$ cat config.mk
export PLATFORM = sky130hd
export DESIGN_NAME = foo_arbiter
export DESIGN_NICKNAME = d
export VERILOG_FILES = /design/src/rtl/foo_arbiter.sv
export SDC_FILE = /design/constraint.sdc
export NUM_CORES = 1
export LEC_CHECK = 0
export BUFFER_PORTS_ARGS = -buffer_cell sky130_fd_sc_hd__buf_2
export CORE_ASPECT_RATIO = 1.25
export CORE_MARGIN = 2
export CORE_UTILIZATION = 44
export DETAILED_ROUTE_END_ITERATION = 12
export GPL_TIMING_DRIVEN = 0
export PLACE_DENSITY = 0.83
export SLEW_MARGIN = 20
export SYNTH_ARGS = -nofsm -noshare
export SYNTH_HDL_FRONTEND = slang
export SYNTH_SLANG_ARGS = --single-unit
$ cat constraint.sdc
create_clock -name clk -period 3.1 [get_ports clk]
set_input_delay 0.62 -clock clk [delete_from_list [all_inputs] [get_ports clk]]
set_output_delay 0.62 -clock clk [all_outputs]
set_load 0.05 [all_outputs]
$ cat src/rtl/foo_arbiter.sv
// Round-robin arbiter/sequencer sharing one fixed-latency foo instance among NUM_REQ requesters.
// One request in flight at a time: grant, drive foo_a, wait FOO_LAT cycles, return the sampled foo_x.
module foo_arbiter #(
   parameter int unsigned NUM_REQ = 4,
   parameter int unsigned FOO_LAT = 2,
   parameter int unsigned IDW     = $clog2(NUM_REQ)
) (
   input  logic                 clk,
   input  logic                 rst,
   input  logic [NUM_REQ-1:0]   req_valid,
   input  logic [NUM_REQ*32-1:0] req_a,
   output logic [NUM_REQ-1:0]   req_ready,
   output logic                 rsp_valid,
   output logic [IDW-1:0]       rsp_id,
   output logic [31:0]          rsp_x,
   input  logic                 rsp_ready,
   output logic [31:0]          foo_a,
   input  logic [31:0]          foo_x,
   output logic                 busy
);

   localparam int unsigned DW = 32;
   localparam int unsigned CW = 4;
   localparam int unsigned SW = IDW + 1;

   typedef enum logic [1:0] {IDLE, WAIT, RESP} state_t;

   state_t         state, state_nxt;
   logic [IDW-1:0] ptr, ptr_nxt, id_q, gnt_idx;
   logic           gnt_found;
   logic [SW-1:0]  sum;
   logic [CW-1:0]  cnt;
   logic           accept, sample;

   // Rotating-priority search starting at ptr; sum never exceeds 2*NUM_REQ-2 so one subtract wraps it
   always_comb begin
      gnt_found = 1'b0;
      gnt_idx   = '0;
      sum       = '0;
      for (int unsigned k = 0; k < NUM_REQ; k++) begin
         sum = SW'(ptr) + SW'(k);
         if (sum >= SW'(NUM_REQ)) sum = sum - SW'(NUM_REQ);
         if (!gnt_found && req_valid[IDW'(sum)]) begin
            gnt_found = 1'b1;
            gnt_idx   = IDW'(sum);
         end
      end
   end

   assign ptr_nxt = (gnt_idx == IDW'(NUM_REQ - 1)) ? '0 : gnt_idx + IDW'(1);

   // Next state, grant and datapath enables
   always_comb begin
      state_nxt = state;
      req_ready = '0;
      accept    = 1'b0;
      sample    = 1'b0;
      case (state)
         IDLE: begin
            if (gnt_found && !rst) begin
               req_ready[gnt_idx] = 1'b1;
               accept             = 1'b1;
               state_nxt          = WAIT;
            end
         end
         WAIT: begin
            if (cnt == CW'(1)) begin
               sample    = 1'b1;
               state_nxt = RESP;
            end
         end
         RESP: begin
            if (rsp_ready) state_nxt = IDLE;
         end
         default: state_nxt = IDLE;
      endcase
   end

   always_ff @(posedge clk or posedge rst) begin
      if (rst) begin
         state <= IDLE;
         ptr   <= '0;
         id_q  <= '0;
         cnt   <= '0;
         foo_a <= '0;
         rsp_x <= '0;
      end else begin
         state <= state_nxt;
         if (accept) begin
            foo_a <= req_a[gnt_idx*DW +: DW];
            id_q  <= gnt_idx;
            ptr   <= ptr_nxt;
            cnt   <= CW'(FOO_LAT);
         end else if (state == WAIT) begin
            cnt <= cnt - CW'(1);
         end
         if (sample) rsp_x <= foo_x;
      end
   end

   assign rsp_valid = (state == RESP);
   assign busy      = (state != IDLE);
   assign rsp_id    = id_q;

endmodule
==> metrics.txt, run 1 <==
die area=9880 um^2; endpoint type of the worst setup path=primary output; CP Launch Type=register; fin area=5640 um^2; worst skew pair latency=340 ps; Worst Path Max Fanout=10; maximum VDD drop=roughly 0.53 mV; initial antenna violation count=0; commonest non-fill, non-tap cell in the layout=buf_2; first-pass GRT wire length=approximately 20000 um; die width=approximately 89 um; post-synth top area share=0.463; max cap viols=0; max_slew headroom=0.565; initial core utilization=0.458; clk slew on worst S/H paths=about 80 ps; CTS Buf Count=9; GR Overflow Total=0; number of buffers and inverters on the critical path=4; Mean Syn Cell Area=around 11 um^2; CTS root buf=clkbuf_8; die height=approximately 110 um; Remaining DRCs=0; antenna viol nets, final=0; gp weighted congestion=between 0.8 and 0.9; Power Density=~1100 nW/um^2; buffers added on ports=~240; Post-Layout Cell Count=around 740; vias after detailed routing=between 4000 and 5000; Gate Count Post-Synth=362; max incr delay on CP=between 300 and 400 ps; commonest non-fill, non-tap cells in the layout=buf_2, dfrtp_1, nand2_1; RSZ-0062 raised after global routing=false; sequential share of the synthesized area=0.463; Top Family by Delay on Critical Path=buffers and inverters; Synth async-reset ratio=1.00; highest clock rate=around 340 MHz; ranking of synthesized cells by area=dfrtp_1, mux2_2, mux2i_1, o2111ai_1, o211ai_1; detailed placement HPWL=between 9000 and 10000 um; worst-margin pin slew=about 650 ps; routed wire length=12600 um; Pleak=about 2.9 nW; EDFF count, synth=0; Clock Path Buffers=2; #FFs+latches synth=74; final setup margin=about 170 ps; synthesized area=4000 um^2; Yosys cell types=between 40 and 50; CTS Hold Bufs=0; core area=roughly 8700 um^2; r2r startpoint=ptr[0]; Ys Warns=0; Inst Count DP=between 700 and 800; final hold violations=0; status=finished clean; final cycle utilization of the critical path=0.944; Final setup viols=0; dominant synthesized flop cell=dfrtp_1; Synth area leader=dfrtp_1; CTS H-Tree Depth=3; Ant. Diodes=0; CTS tree=built; Site Rows=38; layout cells sized above 1=0.520; CP required=about 2500 ps; CP dominant cell by count=buf_2; drt pass-1 iters=6; Placement Setup Slack=~160 ps; Slowest cell on crit path=mux2_2; GR Util All Layers=0.255; io pins=about 240; Setup CP Type=register to primary output; clk sinks=74; Avg WL per Cell=17.1 um; critical-path cell list=buf_2 -> mux2_2 -> o221ai_4 -> buf_6 -> inv_2 -> ha_1 -> and3_1 -> buf_2; fin util=0.644; fin. max-slew vios=0; R2R Setup Slk=a little under 1000 ps; number of global-route vias before repair=a little over 4000; post-route minimum period=2930 ps; DRT iter0 DRCs=around 200; DR vias/cell=approximately 5.5; Final Skew=about 11 ps; dpl cell area=5370 um^2; P&R area growth vs syn=40.7%; largest net degree at the start of global routing=47; Hold WC Path Type=input port to asynchronous set/reset pin; nets=782; WP data arrival=roughly 2300 ps; syn_nets=532; Worst Setup SP=ptr[1]
-- routing by layer --
| layer | vias to the layer above | part of all wire | global-route usage |
|---|---|---|---|
| li1 | 1874 | - | - |
| met1 | 1910 | 0.38 | 0.304 |
| met2 | 215 | 0.52 | 0.448 |
| met3 | 15 | 0.083 | 0.0596 |
| met4 | 0 | 0.011 | 0.0706 |
| met5 | - | 0 | 0 |
-- cells by family after synthesis --
group | synth area share
simple gates | 0.108
compound gates | 0.184
flops | 0.463
mux | 0.178
buf+inv | 0.0572
fa+ha+maj | 0.00938
-- layout make-up --
type / instances / area, um^2
Buffer: 31 / 199
Clock buffer: 9 / 124
Clock inverter: 5 / 129
Fill cell: 748 / 3110
Inverter: 8 / 32.5
Multi-Input combinational cell: 249 / 1930
Sequential cell: 74 / 1850
Tap cell: 120 / 150
Timing Repair Buffer: 239 / 1220
-- where the power goes --
part	internal, mW	leakage [nW]	switching, mW
registers	1.44	0.895	0.266
logic	1.07	1.87	2.54
clock network	0.609	0.125	0.359
total	3.11	2.89	3.16
-- flip-flops by register name (all words and copies together), names as in the netlist --
name and count:
cnt 4, ptr 2, rsp_id 2, rsp_x 32
foo_a 32, state 2
-- repair_timing --
item,in CTS,in global routing
resized for setup,0,1
pin swaps,1,0
buffers inserted,1,0
endpoints found under the setup margin,1,2
-- synthesized netlist by cell type, types with 2 or more instances --
| library cell | number |
|---|---|
| a21o_1 | 2 |
| a21oi_1 | 5 |
| a22o_1 | 2 |
| buf_1 | 4 |
| buf_2 | 3 |
| buf_4 | 5 |
| buf_6 | 8 |
| clkbuf_1 | 11 |
| dfrtp_1 | 74 |
| ha_1 | 3 |
| inv_1 | 7 |
| mux2_2 | 35 |
| mux2i_1 | 32 |
| nand2_1 | 40 |
| nand2b_1 | 4 |
| nand3_1 | 31 |
| nor2_1 | 2 |
| nor2b_1 | 2 |
| nor3_1 | 2 |
| o2111ai_1 | 31 |
| o211ai_1 | 25 |
| o211ai_2 | 6 |
| o21ai_0 | 3 |
| o21ai_1 | 2 |
| o31ai_1 | 2 |
| or2_2 | 2 |
-- metrics by stage --
step | total power [mW] | hold WS [ps] | setup TNS (ps)
after global placement | 5.23 | 457 | -25360
after global routing | 6.61 | 307 | 0
after detailed placement | 5.33 | 475 | 0
final | 6.28 | 300 | 0
after CTS | 6.31 | 288 | 0
after floorplan | 4.40 | 517 | 0
-- worst paths after layout --
kind | end | depth (start not counted)
setup / recovery | req_ready[3] | 8
hold / removal | rsp_x[17] | 2
setup reg to reg | foo_a[15] | 5
hold reg to reg | rsp_id[1] | 2
max in group asynchronous | foo_a[14] | 3
min in group clk | rsp_id[1] | 2
-- worst register-to-register path, cell delays in order (launching register included) --
cell and delay [ps]:
dfrtp_1 460, nand2b_1 190, a211oi_1 580, clkbuf_1 470, o211ai_1 190, o2111ai_1 150
Power figures use the tool's default switching activity.
==> run 2: changes to the inputs <==
--- a/config.mk
+++ b/config.mk
@@ -6,12 +6,13 @@
 export NUM_CORES = 1
 export LEC_CHECK = 0
 export BUFFER_PORTS_ARGS = -buffer_cell sky130_fd_sc_hd__buf_2
-export CORE_ASPECT_RATIO = 1.25
+export CORE_ASPECT_RATIO = 1.2
 export CORE_MARGIN = 2
 export CORE_UTILIZATION = 44
 export DETAILED_ROUTE_END_ITERATION = 12
 export GPL_TIMING_DRIVEN = 0
 export PLACE_DENSITY = 0.83
+export SETUP_SLACK_MARGIN = 0.5
 export SLEW_MARGIN = 20
 export SYNTH_ARGS = -nofsm -noshare
 export SYNTH_HDL_FRONTEND = slang
==> run 2 against run 1 <==
Combinational power up 5%. Largest cell class unchanged. Highest routed layer unchanged. Clock power down 26%. Via count up 1.6%. Critical path type is now input port to primary output. Sequential share of layout area down 1.2 points.
==> metrics.txt, run 2 (same netlist as run 1, synthesis figures left out) <==
status=finished clean; Reg area=1860 um^2; Ant. Diodes=0; WP data arrival=between 2000 and 2500 ps; Worst Path Max Fanout=4; Clock Path Buffers=2; io pins=about 240; GR Util All Layers=0.264; P&R area growth vs syn=46.3%; die height=between 100 and 150 um; dpl cell area=about 5400 um^2; GR Overflow Total=0; drt pass-1 iters=6; CP Launch Type=input port; DRT iter0 DRCs=between 150 and 200; CTS tree=built; Setup CP Type=input port to primary output; r2r startpoint=cnt[0]; Post-Layout Cell Count=roughly 750; maximum VDD drop=about 0.48 mV; Power, Total=about 6.2 mW; post-route minimum period=~2700 ps; CP required=between 2000 and 2500 ps; CP dominant cell by count=buf_8; die width=just over 90 um; R2R Setup Slk=about 1100 ps; Inst Count DP=about 720; Final Skew=about 11 ps; initial antenna violation count=0; Avg WL per Cell=between 15 and 20 um; commonest non-fill, non-tap cell in the layout=buf_2; highest clock rate=around 380 MHz; nets=roughly 800; layout cells sized above 1=0.555; CTS H-Tree Depth=3; initial core utilization=0.448; endpoint type of the worst setup path=primary output; Top Registers=foo_a x32, rsp_x x32, cnt x4; max_slew headroom=0.609; Slowest cell on crit path=or4_4; Power Density=between 1000 and 1500 nW/um^2; setup TNS=0 ps; gp weighted congestion=between 0.8 and 0.9; DR vias/cell=5.42; commonest non-fill, non-tap cells in the layout=buf_2, dfrtp_1, nand2_1; die area=between 9000 and 10000 um^2; fin area=5860 um^2; first-pass GRT wire length=just over 20000 um; fin. max-slew vios=0; Final Hold Slack=roughly 330 ps; RSZ-0062 raised after global routing=true; final hold violations=0; worst-margin pin slew=between 500 and 600 ps; Hold WC Path Type=input port to asynchronous set/reset pin; critical-path cell list=buf_8 -> or4_4 -> and2_4 -> buf_6 -> buf_8 -> buf_8 -> and2_4 -> buf_8; final cycle utilization of the critical path=0.855; Site Rows=38; buffers added on ports=approximately 240; routed wire length=13000 um; final-layout fill cell count=around 730; detailed placement HPWL=about 9800 um; area occupied by multi-input gates=approximately 2000 um^2; worst skew pair latency=between 300 and 400 ps; Remaining DRCs=0; clk slew on worst S/H paths=~80 ps; vias after detailed routing=between 4000 and 5000; max cap viols=0; number of global-route vias before repair=4219; antenna viol nets, final=0; max incr delay on CP=around 520 ps; worst flop-to-flop path endpoint=rsp_x[27]; Reg2Reg Depth=5; CTS Buf Count=9; largest net degree at the start of global routing=32; Final setup viols=0; CTS root buf=clkbuf_8; clk sinks=between 70 and 80; core area=about 8900 um^2; Worst Setup SP=req_valid[2]; Pleak=~3 nW
[run 2: critical path: cells and delay by family]
kind          cells  cell delay (ps)
buf+inv           5              590
simple gates      3              820
[run 2: worst max path at each step]
stage / endpoint / cells after the start
floorplan: req_ready[2] / 6
global placement: req_ready[3] / 8
detailed placement: req_ready[3] / 8
CTS: req_ready[3] / 8
global route: req_ready[1] / 8
finish: req_ready[1] / 8
[run 2: stage by stage]
stage                      util  setup WS (ps)
after floorplan               -            528
after global placement    0.598            133
after detailed placement  0.603            121
after CTS                 0.653            449
after global routing      0.655            426
final                     0.655            449
[run 2: final cells by class]
cell class	count	share of cell area
Buffer	31	0.0404
Sequential cell	74	0.317
Tap cell	120	0.0256
Multi-Input combinational cell	249	0.340
Clock inverter	5	0.00961
Inverter	8	0.00662
Timing Repair Buffer	256	0.239
Clock buffer	10	0.0218
[run 2: power breakdown]
group          internal (mW)  switching [mW]
combinational           1.18            2.61
clock                  0.366           0.351
sequential              1.44           0.282
total                   2.99            3.24
[run 2: what timing repair did]
item	4_1_cts	5_1_grt
pin swaps	3	2
setup buffers	15	2
gates resized for setup	39	6
hold buffers	0	0
endpoints found under the setup margin	4	4
[run 2: metal layers]
| layer | vias to the layer above | share of wire | GRT usage |
|---|---|---|---|
| met2 | 215 | 0.53 | 0.483 |
| li1 | 1902 | - | - |
| met5 | - | 0 | 0 |
| met1 | 1940 | 0.38 | 0.304 |
| met3 | 22 | 0.073 | 0.0481 |
| met4 | 0 | 0.018 | 0.110 |
==> run 3: changes to the inputs <==
--- a/config.mk
+++ b/config.mk
@@ -6,12 +6,13 @@
 export NUM_CORES = 1
 export LEC_CHECK = 0
 export BUFFER_PORTS_ARGS = -buffer_cell sky130_fd_sc_hd__buf_2
-export CORE_ASPECT_RATIO = 1.2
+export CORE_ASPECT_RATIO = 1.4
 export CORE_MARGIN = 2
 export CORE_UTILIZATION = 44
 export DETAILED_ROUTE_END_ITERATION = 12
 export GPL_TIMING_DRIVEN = 0
 export PLACE_DENSITY = 0.83
+export RECOVER_POWER = 100
 export SETUP_SLACK_MARGIN = 0.5
 export SLEW_MARGIN = 20
 export SYNTH_ARGS = -nofsm -noshare
==> run 3 against run 2 <==
The flow now finishes with violations (max-capacitance violations, max-slew violations). Cell count is 1.6% lower. Fmax is 6.0% lower. Global-route usage is 0.24 points lower. Sequential cell count stayed put. Utilization is 0.65 points lower. Combinational power is 5% lower. Critical path depth stayed put. Register-to-register slack worse by 470 ps. Total power is 4.8% higher. Non-clock buffer count is 1 higher.
==> metrics.txt, run 3 (same netlist as run 1, synthesis figures left out) <==
CTS Buf Count=9; core area=8930 um^2; CTS Hold Bufs=0; fin. max-slew vios=36; Ant. Diodes=0; max cap viols=1; RSZ-0062 raised after global routing=true; gp weighted congestion=approximately 0.77; clk sinks=74; status=finished with violations; Power Density=roughly 1100 nW/um^2; detailed placement HPWL=slightly below 10000 um; layout cells sized above 1=0.418; final-layout fill cell count=between 700 and 800; Top Registers=foo_a x32, rsp_x x32, cnt x4; Site Rows=41; endpoint type of the worst setup path=primary output; routed wire length=13400 um; Placement Setup Slack=134 ps; WP data arrival=roughly 2200 ps; Remaining DRCs=0; nets=800; die area=around 10000 um^2; worst-margin pin slew=1850 ps; max_slew headroom=-0.231; die width=84.6 um; Logic pwr share=0.551; commonest non-fill, non-tap cells in the layout=buf_2, clkbuf_1, dfrtp_1; io pins=about 240; worst skew pair latency=330 ps; antenna viol nets, final=0; Met2 Wirelength=7170 um; number of global-route vias before repair=4062; Clock Path Buffers=2; Avg WL per Cell=around 18 um; DR vias/cell=about 5.6; maximum VDD drop=between 0.8 and 0.9 mV; buffers added on ports=about 240; Sw Ratio=0.505; Int Pwr=between 3 and 4 mW; highest clock rate=roughly 350 MHz; final hold violations=0; initial core utilization=0.449; Setup CP Type=input port to primary output; GR Util All Layers=0.262; Reg2Reg Depth=8; commonest non-fill, non-tap cell in the layout=buf_2; first-pass GRT wire length=between 20000 and 25000 um; P&R area growth vs syn=44.7%; failing checks=max-capacitance violations, max-slew violations; CTS tree=built; final cycle utilization of the critical path=0.910; DR top layer=met4; DRT iter0 DRCs=roughly 230; Pleak=about 2.8 nW; fin area=roughly 5800 um^2; post-route minimum period=around 2800 ps; dpl cell area=5370 um^2; CP required=between 2000 and 2500 ps; Hold WC Path Type=input port to asynchronous set/reset pin; GR Overflow Total=0; met1 wire length=between 5000 and 6000 um; Detail Route met3 WL=826 um; final setup margin=280 ps; clk slew on worst S/H paths=60 ps; initial antenna violation count=0; Final Skew=between 5 and 6 ps; Net Switching=3.30 mW; Final setup viols=0; largest net degree at the start of global routing=36; Seq pwr share=0.266; Worst Path Max Fanout=5; CTS H-Tree Depth=3; die height=roughly 120 um; drt pass-1 iters=4; CTS root buf=clkbuf_16; vias after detailed routing=4130; setup TNS=0 ps; Clock power frac=0.184; CP Launch Type=input port
[run 3: cell types whose count changed in the layout (fill, tap and decap cells not counted), moves of 3 or more]
cell | previous run | this run
dfrtp_1 | 71 | 74
dfrtp_2 | 3 | 0
buf_2 | 233 | 165
buf_6 | 9 | 5
buf_1 | 4 | 1
clkbuf_8 | 9 | 0
clkbuf_1 | 11 | 90
clkbuf_16 | 0 | 9
[run 3: worst max-delay path: stages]
cell and delay (ps):
clkbuf_1 80, or4_1 550, and2_0 160, clkbuf_1 140, clkbuf_1 190, buf_8 160, and2_4 150, buf_8 140
[run 3: path summary, 6_finish.rpt]
path                              startpoint            to  slack (ps)
worst max-delay path            req_valid[2]  req_ready[1]         280
worst min-delay path                     rst      rsp_x[8]         320
worst max register to register        ptr[1]     foo_a[22]         580
worst min register to register     rsp_id[1]     rsp_id[1]         490
max in group asynchronous                rst     foo_a[18]         750
min in group clk                   rsp_id[1]     rsp_id[1]         490
[run 3: per-stage QoR]
stage / total power [mW] / hold WS, ps / util / instances
floorplan: 4.41 / 517 / - / 362
global placement: 5.22 / 458 / 0.597 / 706
detailed placement: 5.33 / 476 / 0.602 / 708
CTS: 6.66 / 254 / 0.665 / 737
global route: 6.85 / 349 / 0.649 / 741
finish: 6.53 / 316 / 0.649 / 741
[run 3: routing by layer]
layer	vias up	track usage
met1	1995	0.309
met3	17	0.0547
met5	-	0
li1	1912	-
met4	0	0.0899
met2	206	0.475
[run 3: layout make-up]
type	instances	area (um^2)	share of cell area
repair buffers	257	1280	0.221
inverters	8	33.8	0.00583
clock inverters	6	115	0.0199
plain buffers	31	200	0.0346
multi-input cells	249	1950	0.337
flip-flops and latches	74	1850	0.320
clock buffers	9	225	0.0389
well taps	107	134	0.0231
[run 3: power groups by stage]
stage          Clock, mW  Sequential, mW  Combinational, mW
5_1_grt             1.27            1.78               3.79
6_report            1.20            1.73               3.59
2_1_floorplan          0            3.17               1.24
4_1_cts             1.21            1.71               3.74
3_3_place_gp           0            1.68               3.53
3_5_place_dp           0            1.71               3.62
[run 3: what timing repair did]
action,CTS,global route
setup endpoints to repair,4,3
pin swaps,3,1
cloned,0,1
hold endpoints to repair,0,0
gates resized for setup,32,2
setup buffers,14,3
